## src/rtl/uart_tx_controller.sv

```systemverilog
// -----------------------------------------------------------------------------
// uart_tx_controller
//
// Memory-mapped UART transmitter. The CPU queues bytes into a small FIFO via
// the data bus; an FSM drains the FIFO and sends each byte as an 8N1 frame
// (8E1 when UART_TX_PARITY_EN is defined) on uart_tx.
//
// Register map (selected by data_addr[2]):
//   0 TXDATA  write: push data_in[7:0]; read: 0
//   1 STATUS  read : {23'b0, parity_en, level[3:0], overflow, empty, full, busy}
//             write: data_in[3]=1 clears overflow
//
// Ports:
//   clk           system clock, rising edge
//   rst_n         asynchronous active-low reset
//   data_addr     local byte address within the device
//   data_in       CPU write data
//   write_enable  write strobe, already qualified by the device decode
//   window_size   access width (unused for register select)
//   data_out      registered read data, valid one cycle after the address
//   uart_tx       serial line, idle high, driven from a register
//
// Build option: define UART_TX_PARITY_EN to add an even-parity bit.
// -----------------------------------------------------------------------------
module uart_tx_controller #(
    parameter int CLK_FREQ   = 50000000,
    parameter int BAUD_RATE  = 115200,
    parameter int FIFO_DEPTH = 8
) (
    input  logic        clk,
    input  logic        rst_n,
    input  logic [2:0]  data_addr,
    input  logic [31:0] data_in,
    input  logic        write_enable,
    input  logic [1:0]  window_size,
    output logic [31:0] data_out,
    output logic        uart_tx
);

    localparam int BAUD_DIV = (CLK_FREQ + BAUD_RATE / 2) / BAUD_RATE;
    localparam int AW       = $clog2(FIFO_DEPTH);
    localparam int CW       = $clog2(BAUD_DIV + 1);

`ifdef UART_TX_PARITY_EN
    localparam logic PARITY_FLAG = 1'b1;
`else
    localparam logic PARITY_FLAG = 1'b0;
`endif

    typedef enum logic [2:0] {
        S_IDLE,
        S_START,
        S_DATA,
        S_PARITY,
        S_STOP
    } state_t;

    // ---------------------------------------------------------------- FIFO
    logic [7:0]  mem [FIFO_DEPTH];
    logic [AW:0] wr_ptr, rd_ptr;
    logic        full, empty, overflow;
    logic        push_req, push, pop;
    logic        clr_req;

    assign empty    = (wr_ptr == rd_ptr);
    assign full     = (wr_ptr[AW-1:0] == rd_ptr[AW-1:0]) && (wr_ptr[AW] != rd_ptr[AW]);
    assign push_req = write_enable && !data_addr[2];
    assign clr_req  = write_enable && data_addr[2] && data_in[3];
    // A full FIFO still accepts a push when the launcher pops the same cycle.
    assign push     = push_req && (!full || pop);

    // NOTE: sequential state uses non-blocking assignments so every register
    // samples the pre-edge values, independent of statement order.
    always_ff @(posedge clk or negedge rst_n) begin
        if (!rst_n) begin
            wr_ptr   <= '0;
            rd_ptr   <= '0;
            overflow <= 1'b0;
        end else begin
            if (push) wr_ptr <= wr_ptr + 1'b1;
            if (pop)  rd_ptr <= rd_ptr + 1'b1;
            if (push_req && full && !pop) overflow <= 1'b1;
            else if (clr_req)             overflow <= 1'b0;
        end
    end

    // NOTE: the storage array has no reset; the pointers alone define which
    // entries are valid, so clearing the data would only cost logic.
    always_ff @(posedge clk) begin
        if (push) mem[wr_ptr[AW-1:0]] <= data_in[7:0];
    end

    // ---------------------------------------------------------------- FSM
    state_t          state_q, state_d;
    logic [CW-1:0]   cnt_q, cnt_d;
    logic [2:0]      idx_q, idx_d;
    logic [7:0]      shift_q, shift_d;
    logic            tx_d;
    logic            baud_end;
    logic [7:0]      head;

    assign head     = mem[rd_ptr[AW-1:0]];
    assign baud_end = (cnt_q == CW'(BAUD_DIV - 1));

`ifdef UART_TX_PARITY_EN
    logic par_q;
    always_ff @(posedge clk or negedge rst_n) begin
        if (!rst_n)   par_q <= 1'b0;
        else if (pop) par_q <= ^head;
    end
`endif

    // NOTE: every variable gets a default before the case so no path leaves
    // it unassigned, which would otherwise infer a latch.
    always_comb begin
        state_d = state_q;
        cnt_d   = cnt_q + 1'b1;
        idx_d   = idx_q;
        shift_d = shift_q;
        tx_d    = 1'b1;
        pop     = 1'b0;
        // tx_d is the line value for the next cycle, so uart_tx can be a plain
        // register that switches on the same edge as the state.
        case (state_q)
            S_IDLE: begin
                cnt_d = '0;
                if (!empty) begin
                    pop     = 1'b1;
                    shift_d = head;
                    state_d = S_START;
                    tx_d    = 1'b0;
                end
            end
            S_START: begin
                tx_d = 1'b0;
                if (baud_end) begin
                    cnt_d   = '0;
                    idx_d   = '0;
                    state_d = S_DATA;
                    tx_d    = shift_q[0];
                end
            end
            S_DATA: begin
                tx_d = shift_q[0];
                if (baud_end) begin
                    cnt_d   = '0;
                    shift_d = shift_q >> 1;
                    idx_d   = idx_q + 1'b1;
                    tx_d    = shift_q[1];
                    if (idx_q == 3'd7) begin
`ifdef UART_TX_PARITY_EN
                        state_d = S_PARITY;
                        tx_d    = par_q;
`else
                        state_d = S_STOP;
                        tx_d    = 1'b1;
`endif
                    end
                end
            end
`ifdef UART_TX_PARITY_EN
            S_PARITY: begin
                tx_d = par_q;
                if (baud_end) begin
                    cnt_d   = '0;
                    state_d = S_STOP;
                    tx_d    = 1'b1;
                end
            end
`endif
            S_STOP: begin
                if (baud_end) begin
                    cnt_d   = '0;
                    state_d = S_IDLE;
                end
            end
            default: begin
                cnt_d   = '0;
                state_d = S_IDLE;
            end
        endcase
    end

    always_ff @(posedge clk or negedge rst_n) begin
        if (!rst_n) begin
            state_q <= S_IDLE;
            cnt_q   <= '0;
            idx_q   <= '0;
            shift_q <= '0;
            uart_tx <= 1'b1;
        end else begin
            state_q <= state_d;
            cnt_q   <= cnt_d;
            idx_q   <= idx_d;
            shift_q <= shift_d;
            uart_tx <= tx_d;
        end
    end

    // ---------------------------------------------------------------- bus
    logic [6:0]  level_ext;
    logic [3:0]  level_sat;
    logic        busy;
    logic [31:0] status;

    assign level_ext = 7'(wr_ptr - rd_ptr);
    assign level_sat = (level_ext > 7'd15) ? 4'hF : level_ext[3:0];
    assign busy      = (state_q != S_IDLE) || !empty;
    assign status    = {23'b0, PARITY_FLAG, level_sat, overflow, empty, full, busy};

    always_ff @(posedge clk or negedge rst_n) begin
        if (!rst_n) data_out <= '0;
        else        data_out <= data_addr[2] ? status : 32'h0;
    end

    // Address low bits, access width and upper write data play no role here.
    logic unused_bits;
    assign unused_bits = ^{data_addr[1:0], window_size, data_in[31:8]};

endmodule

```

## config.mk

```make
export PLATFORM = sky130hd
export DESIGN_NAME = uart_tx_controller
export DESIGN_NICKNAME = d
export VERILOG_FILES = /design/src/rtl/uart_tx_controller.sv
export SDC_FILE = /design/constraint.sdc
export NUM_CORES = 1
export LEC_CHECK = 0
export ABC_CLOCK_PERIOD_IN_PS = 4900
export CAP_MARGIN = 10
export CORE_MARGIN = 2
export CORE_UTILIZATION = 45
export DETAILED_ROUTE_END_ITERATION = 16
export MAX_ROUTING_LAYER = met4
export PLACE_DENSITY_LB_ADDON = 0.12
export SETUP_SLACK_MARGIN = 0.3
export SKIP_LAST_GASP = 1
export SYNTH_ARGS = -nofsm -noshare
export SYNTH_HDL_FRONTEND = slang
export SYNTH_SLANG_ARGS = --single-unit
export TNS_END_PERCENT = 30
```

## constraint.sdc

```tcl
create_clock -name clk -period 4.9 [get_ports clk]
set_input_delay 1.225 -clock clk [delete_from_list [all_inputs] [get_ports clk]]
set_output_delay 1.225 -clock clk [all_outputs]
set_load 0.05 [all_outputs]
```

==> impl_metrics.tcl, run 1 <==
set metrics [dict create \
    synth_top_area_cell "sky130_fd_sc_hd__edfxtp_1" \
    cellPowerDensity_mw_per_mm2 380 \
    slowest_delay_ps 740 \
    timing.max_cap.violations 0 \
    yosys_most_used_dff "sky130_fd_sc_hd__edfxtp_1" \
    grt_start_max_net_pins 42 \
    die-area_mm2 0.0112 \
    postCtsResizedCells 0 \
    worstHoldPathType "flip-flop to flip-flop" \
    core_region_area_mm2 0.0102 \
    clock_tree.htree_level_count 3 \
    grt_use_total 0.161 \
    critPathMaxFanout 8 \
    cts_tree "built" \
    power_report.internal_total_mw 1.34 \
    syn2layout_area_growth_pct 9.00 \
    number_of_antenna_violations_at_the_first_check_in_global_routing 0 \
    max-slew-margin-rel 0.258 \
    synthesis.yosys.warnings 0 \
    number_of_buffers_added_by_the_clock_tree_synthesis_step 9 \
    final_max_slew_viol_count 0 \
    via_count_of_the_first_global_routing_pass 2515 \
    syn_area_mm2 0.00469 \
    start_kind "input pin" \
    first_pass_grt_wire_length_um 13100 \
    cell_with_the_biggest_individual_delay_on_the_critical_path "sky130_fd_sc_hd__nor2_1" \
    die_height_um 106 \
    final_nets 429 \
    wire_length_per_cell_um 15.5 \
    leakage_nw 2.12 \
    layout-drive-gt1-share 0.0942 \
    share_seq_of_total_power 0.550 \
    end_kind "flip-flop" \
    finalHoldWorstSlack_ps 483 \
    holdBufCountCts 0 \
    power.ir.vdd_worst_uv 200 \
    die_span_in_x_um 106 \
    vias 2601 \
    ys_async_sr_fraction 0.390 \
    insertedDiodeCount 0 \
    top_usage_layer "met2" \
    worstPathArrival_ps 3220 \
    grt_setup_unrepaired "false" \
    initial_core_utilization 0.458 \
    path_cells "clkdlybuf4s50_1, inv_1, o311ai_4, or2_1, nor2_1" \
    synth.top_cells.by_area "sky130_fd_sc_hd__edfxtp_1, sky130_fd_sc_hd__dfrtp_1, sky130_fd_sc_hd__mux2i_1, sky130_fd_sc_hd__buf_4, sky130_fd_sc_hd__nor2_1" \
    cts_post_setup_buffers_inserted 0 \
    routabilityCongestion 0.771 \
    final_worst_path_period_share 0.655 \
    switching_share 0.311 \
    tritoncts_num_sinks 105 \
    grt.met3_usage 0.0386 \
    cp.required_ps 4900 \
    flip_flop_and_latch_area_mm2 0.00295 \
    use_met2 0.265 \
    post_synth.cell_area_avg_um2 13.1 \
    row_count 37 \
    library_cell_with_the_highest_instance_count_after_synthesis "sky130_fd_sc_hd__edfxtp_1" \
    worstSkewPairLatency_ps 370 \
    path_buf_inv 2 \
    status "finished clean" \
    setup_viol_count_final 0 \
    ys_top_cells_by_count "sky130_fd_sc_hd__edfxtp_1, sky130_fd_sc_hd__dfrtp_1, sky130_fd_sc_hd__nor2_1" \
    synthesis.instances 357 \
    slew_at_the_pin_with_the_worst_max_slew_slack_ps 1100 \
    netlist.area_leader.share 0.410 \
    fmaxAchievable_mhz 311 \
    hold_violations 0 \
    post-dp-hpwl_um 5250 \
    period_minus_slack_ps 3210 \
    setup_tns_ps 0 \
    routed_wl_um 8020 \
    number_of_enable_type_register_cells_in_the_synthesized_netlist 64 \
    postSynthRegisterBits 105 \
    crit_family "simple AND/OR/NAND/NOR gates" \
    power.share.clock 0.252 \
    via_per_inst 5.02 \
    seq_area_frac_synth 0.629 \
    p_total_mw 1.94 \
    drt_iter0_drc 105 \
    power.net_switching_mw 0.604 \
    synth.distinct_cells 47 \
    grt.met1_usage 0.197 \
    portBuffers 20 \
    power_share_of_the_combinational_group 0.198 \
    cts-root-buf "sky130_fd_sc_hd__clkbuf_8" \
    multiInputGateArea_mm2 0.00154 \
    floorplan.io_pins 73 \
    detailedRoute.firstPassIterationCount 4 \
    crit_type "input pin to flip-flop" \
    total_overflow_reported_by_the_global_router 0 \
    clock_skew_ps 8.20 \
    clk_pin_slew_ps 100 \
    layout.filler_cells 917 \
    route.antenna.remaining_nets 0 \
    ctsLongestPathBuffers 2 \
    remaining_drc_errors 0 \
]
## final timing paths
kind                          endpoint  slack [ps]  depth (start not counted)          from
max in group asynchronous    rd_ptr[0]        3280                          1         rst_n
max                          mem[6][1]        1690                          5  data_addr[2]
min reg2reg                  rd_ptr[3]         480                          1     rd_ptr[3]
min in group asynchronous  data_out[0]         990                          1         rst_n
min                          rd_ptr[3]         480                          1     rd_ptr[3]
max reg2reg                  mem[6][1]        1830                          6     rd_ptr[1]
## per-stage QoR
step | cell area (um2) | setup slack [ps] | std cells | util
2_1_floorplan | 4770 | 2060 | 380 | -
3_3_place_gp | 4930 | 1310 | 503 | 0.482
3_5_place_dp | 4930 | 1320 | 503 | 0.482
4_1_cts | 5110 | 1730 | 518 | 0.499
5_1_grt | 5110 | 1570 | 518 | 0.499
6_report | 5110 | 1690 | 518 | 0.499
## worst reg2reg max path, cell delays in order, from the launching register on
cell and delay [ps]:
sky130_fd_sc_hd__dfrtp_1 710, sky130_fd_sc_hd__inv_1 210, sky130_fd_sc_hd__ha_1 360, sky130_fd_sc_hd__nand3_1 170, sky130_fd_sc_hd__o311ai_4 200, sky130_fd_sc_hd__or2_1 320
sky130_fd_sc_hd__nor2_1 740
## power by group through the flow
stage	Sequential, mW	Clock (mW)	Combinational (mW)
after global routing	1.08	0.535	0.424
after detailed placement	1.09	0	0.387
after global placement	1.08	0	0.383
after CTS	1.07	0.504	0.389
final	1.07	0.489	0.385
after floorplan	1.14	0	0.228
## layer usage
metal	up-vias	wire, um
met2	41	3990
met5	-	0
met4	0	120
met1	1274	3660
met3	11	250
li1	1275	-
## cell type report
type,instances,share of cell area
sequential,105,0.578
multi-input combinational,225,0.301
timing repair buffer,24,0.0441
tap,136,0.0333
clock buffer,9,0.0243
clock inverter,6,0.00980
inverter,13,0.00955
## placed cells by master, fill, tap and decap left out, types with 3 or more instances in the layout
master / count
sky130_fd_sc_hd__inv_1: 13
sky130_fd_sc_hd__nand3_1: 4
sky130_fd_sc_hd__o31ai_1: 4
sky130_fd_sc_hd__edfxtp_1: 64
sky130_fd_sc_hd__clkdlybuf4s50_1: 19
sky130_fd_sc_hd__a21o_1: 3
sky130_fd_sc_hd__nand2b_1: 3
sky130_fd_sc_hd__dfrtp_1: 39
sky130_fd_sc_hd__a21oi_1: 10
sky130_fd_sc_hd__nand2_1: 26
sky130_fd_sc_hd__nor2_1: 35
sky130_fd_sc_hd__o31ai_2: 3
sky130_fd_sc_hd__nor4_1: 7
sky130_fd_sc_hd__mux2i_1: 29
sky130_fd_sc_hd__xor2_1: 6
sky130_fd_sc_hd__ha_1: 10
sky130_fd_sc_hd__xnor2_1: 10
sky130_fd_sc_hd__clkbuf_8: 9
sky130_fd_sc_hd__o22ai_1: 7
sky130_fd_sc_hd__o21ai_0: 3
sky130_fd_sc_hd__conb_1: 24
sky130_fd_sc_hd__buf_4: 4
sky130_fd_sc_hd__nor3_1: 11
## kinds of logic (layout without fill, tap and decap cells)
kind of cell | after synthesis | in the layout | synth area share
xor gates and xnor gates | 16 | 16 | 0.0299
adders and majority gates | 11 | 11 | 0.0310
and+or+nand+nor | 104 | 104 | 0.108
other | 1 | 24 | 0.000800
DFF | 105 | 105 | 0.629
muxes | 32 | 32 | 0.0740
AOI/OAI and AO/OA | 38 | 38 | 0.0633
buffers and inverters | 50 | 52 | 0.0641
## flip-flops by register name, indices dropped and copies added, names as in the netlist
name,flops
uart_tx,1
idx_q,3
rd_ptr,4
overflow,1
mem,64
data_out,8
state_q,3
cnt_q,9
shift_q,8
wr_ptr,4
No activity file was read; power rests on OpenSTA's default activity.
==> inputs of run 2 (changes only) <==
- ABC_CLOCK_PERIOD_IN_PS: 4900 -> 2850
- clock period: 4.9 -> 2.85 ns (I/O delays scaled with it)
==> impl_metrics.tcl, run 2 (same netlist as run 1, synthesis figures left out) <==
set metrics [dict create \
    status "finished clean" \
    p_total_mw 3.42 \
    route.antenna.remaining_nets 0 \
    die_span_in_x_um 106 \
    die-area_mm2 0.0112 \
    met2_wirelength_um 3860 \
    cts-root-buf "sky130_fd_sc_hd__clkbuf_8" \
    period_minus_slack_ps 2390 \
    path_cells "clkdlybuf4s50_1" \
    floorplan.io_pins 73 \
    initial_core_utilization 0.458 \
    setup_viol_count_final 0 \
    cell_with_the_biggest_individual_delay_on_the_critical_path "sky130_fd_sc_hd__clkdlybuf4s50_1" \
    final_nets 441 \
    syn2layout_area_growth_pct 11.5 \
    crit_family "buffers and inverters" \
    post-route-cell-area_mm2 0.00523 \
    via_per_inst 5.05 \
    hold_violations 0 \
    most-common-layout-cells "sky130_fd_sc_hd__edfxtp_1, sky130_fd_sc_hd__dfrtp_1, sky130_fd_sc_hd__nor2_1" \
    cts_post_setup_buffers_inserted 0 \
    insertedDiodeCount 0 \
    drt-met1-wl_um 3870 \
    layout.filler_cells 913 \
    drt_iter0_drc 112 \
    clock_tree.htree_level_count 3 \
    power.ir.vdd_worst_uv 360 \
    detailedRoute.firstPassIterationCount 4 \
    grt_start_max_net_pins 34 \
    fin_cells 531 \
    first_pass_grt_wire_length_um 13400 \
    critPathMaxFanout 1 \
    fmaxAchievable_mhz 418 \
    final_max_slew_viol_count 0 \
    total_overflow_reported_by_the_global_router 0 \
    slew_at_the_pin_with_the_worst_max_slew_slack_ps 644 \
    max-slew-margin-rel 0.571 \
    routabilityCongestion 0.774 \
    portBuffers 20 \
    holdBufCountCts 0 \
    path_buf_inv 1 \
    cellPowerDensity_mw_per_mm2 655 \
    timing.max_cap.violations 0 \
    setup_tns_ps 0 \
    finalHoldWorstSlack_ps 347 \
    row_count 37 \
    remaining_drc_errors 0 \
    die_height_um 106 \
    fin_ws_ps 456 \
    worstHoldPathType "input pin to async pin" \
    slowest_delay_ps 780 \
    start_kind "flip-flop" \
    wire_length_per_cell_um 15.3 \
    worstPathArrival_ps 1680 \
    routed_wl_um 8120 \
    pre_cts_ws_ps 348 \
    grt_setup_unrepaired "false" \
    largest_register_ffs 64 \
    clk_pin_slew_ps 110 \
    number_of_antenna_violations_at_the_first_check_in_global_routing 0 \
    ctsLongestPathBuffers 2 \
    crit_type "flip-flop to primary output" \
    via_count_of_the_first_global_routing_pass 2638 \
    cp.required_ps 2140 \
    core_region_area_mm2 0.0102 \
    leakage_nw 2.20 \
    detailed_place.area_mm2 0.00503 \
    detailroute.wirelength.met3_um 306 \
    number_of_buffers_added_by_the_clock_tree_synthesis_step 9 \
    end_kind "primary output" \
    post-dp-hpwl_um 5410 \
    layout-drive-gt1-share 0.122 \
    clock_skew_ps 11.2 \
    fin_util 0.511 \
    vias 2680 \
    final_worst_path_period_share 0.840 \
    place.detailed.instances 515 \
    worstSkewPairLatency_ps 380 \
    grt_use_total 0.162 \
    tritoncts_num_sinks 105 \
    final_common_cell "sky130_fd_sc_hd__edfxtp_1" \
    cts_tree "built" \
    topRoutingLayerUsed "met4" \
    postCtsResizedCells 0 \
]
==> run 2: final timing paths <==
| kind | depth (start not counted) | end | slack, ps | from |
|---|---|---|---|---|
| worst max-delay path | 1 | uart_tx | 460 | uart_tx |
| worst min-delay path | 1 | wr_ptr[2] | 350 | rst_n |
| worst max register to register | 7 | rd_ptr[3] | 600 | wr_ptr[0] |
| worst min register to register | 2 | shift_q[3] | 490 | shift_q[3] |
| max in group asynchronous | 2 | uart_tx | 1800 | rst_n |
| min in group clk | 2 | shift_q[3] | 490 | shift_q[3] |
==> run 2: layer usage <==
metal,global-route usage,vias up
met3,0.0417,9
met5,-,-
met2,0.249,48
met4,0.0545,0
li1,-,1294
met1,0.211,1329
==> run 2: report_power, final <==
part	internal (mW)	switching [mW]	leakage, nW
Sequential	1.75	0.0811	1.09
Clock	0.365	0.552	0.103
Combinational	0.237	0.436	1.01
==> run 2: worst register-to-register path: stages, from the launching register on <==
cell                      delay (ps)
sky130_fd_sc_hd__dfrtp_1         490
sky130_fd_sc_hd__inv_1           110
sky130_fd_sc_hd__ha_1            350
sky130_fd_sc_hd__and4_1          220
sky130_fd_sc_hd__nor2b_1         450
sky130_fd_sc_hd__buf_4           240
sky130_fd_sc_hd__nand4_1         120
sky130_fd_sc_hd__xnor2_1         170
==> run 2: layout make-up <==
class	instances	area, um2	share of cell area
clock buffers	10	138	0.0263
clock inverters	6	61.3	0.0117
inverters	13	48.8	0.00934
multi-input cells	225	1530	0.293
flip-flops and latches	105	2950	0.565
well taps	136	170	0.0326
repair buffers	36	328	0.0627
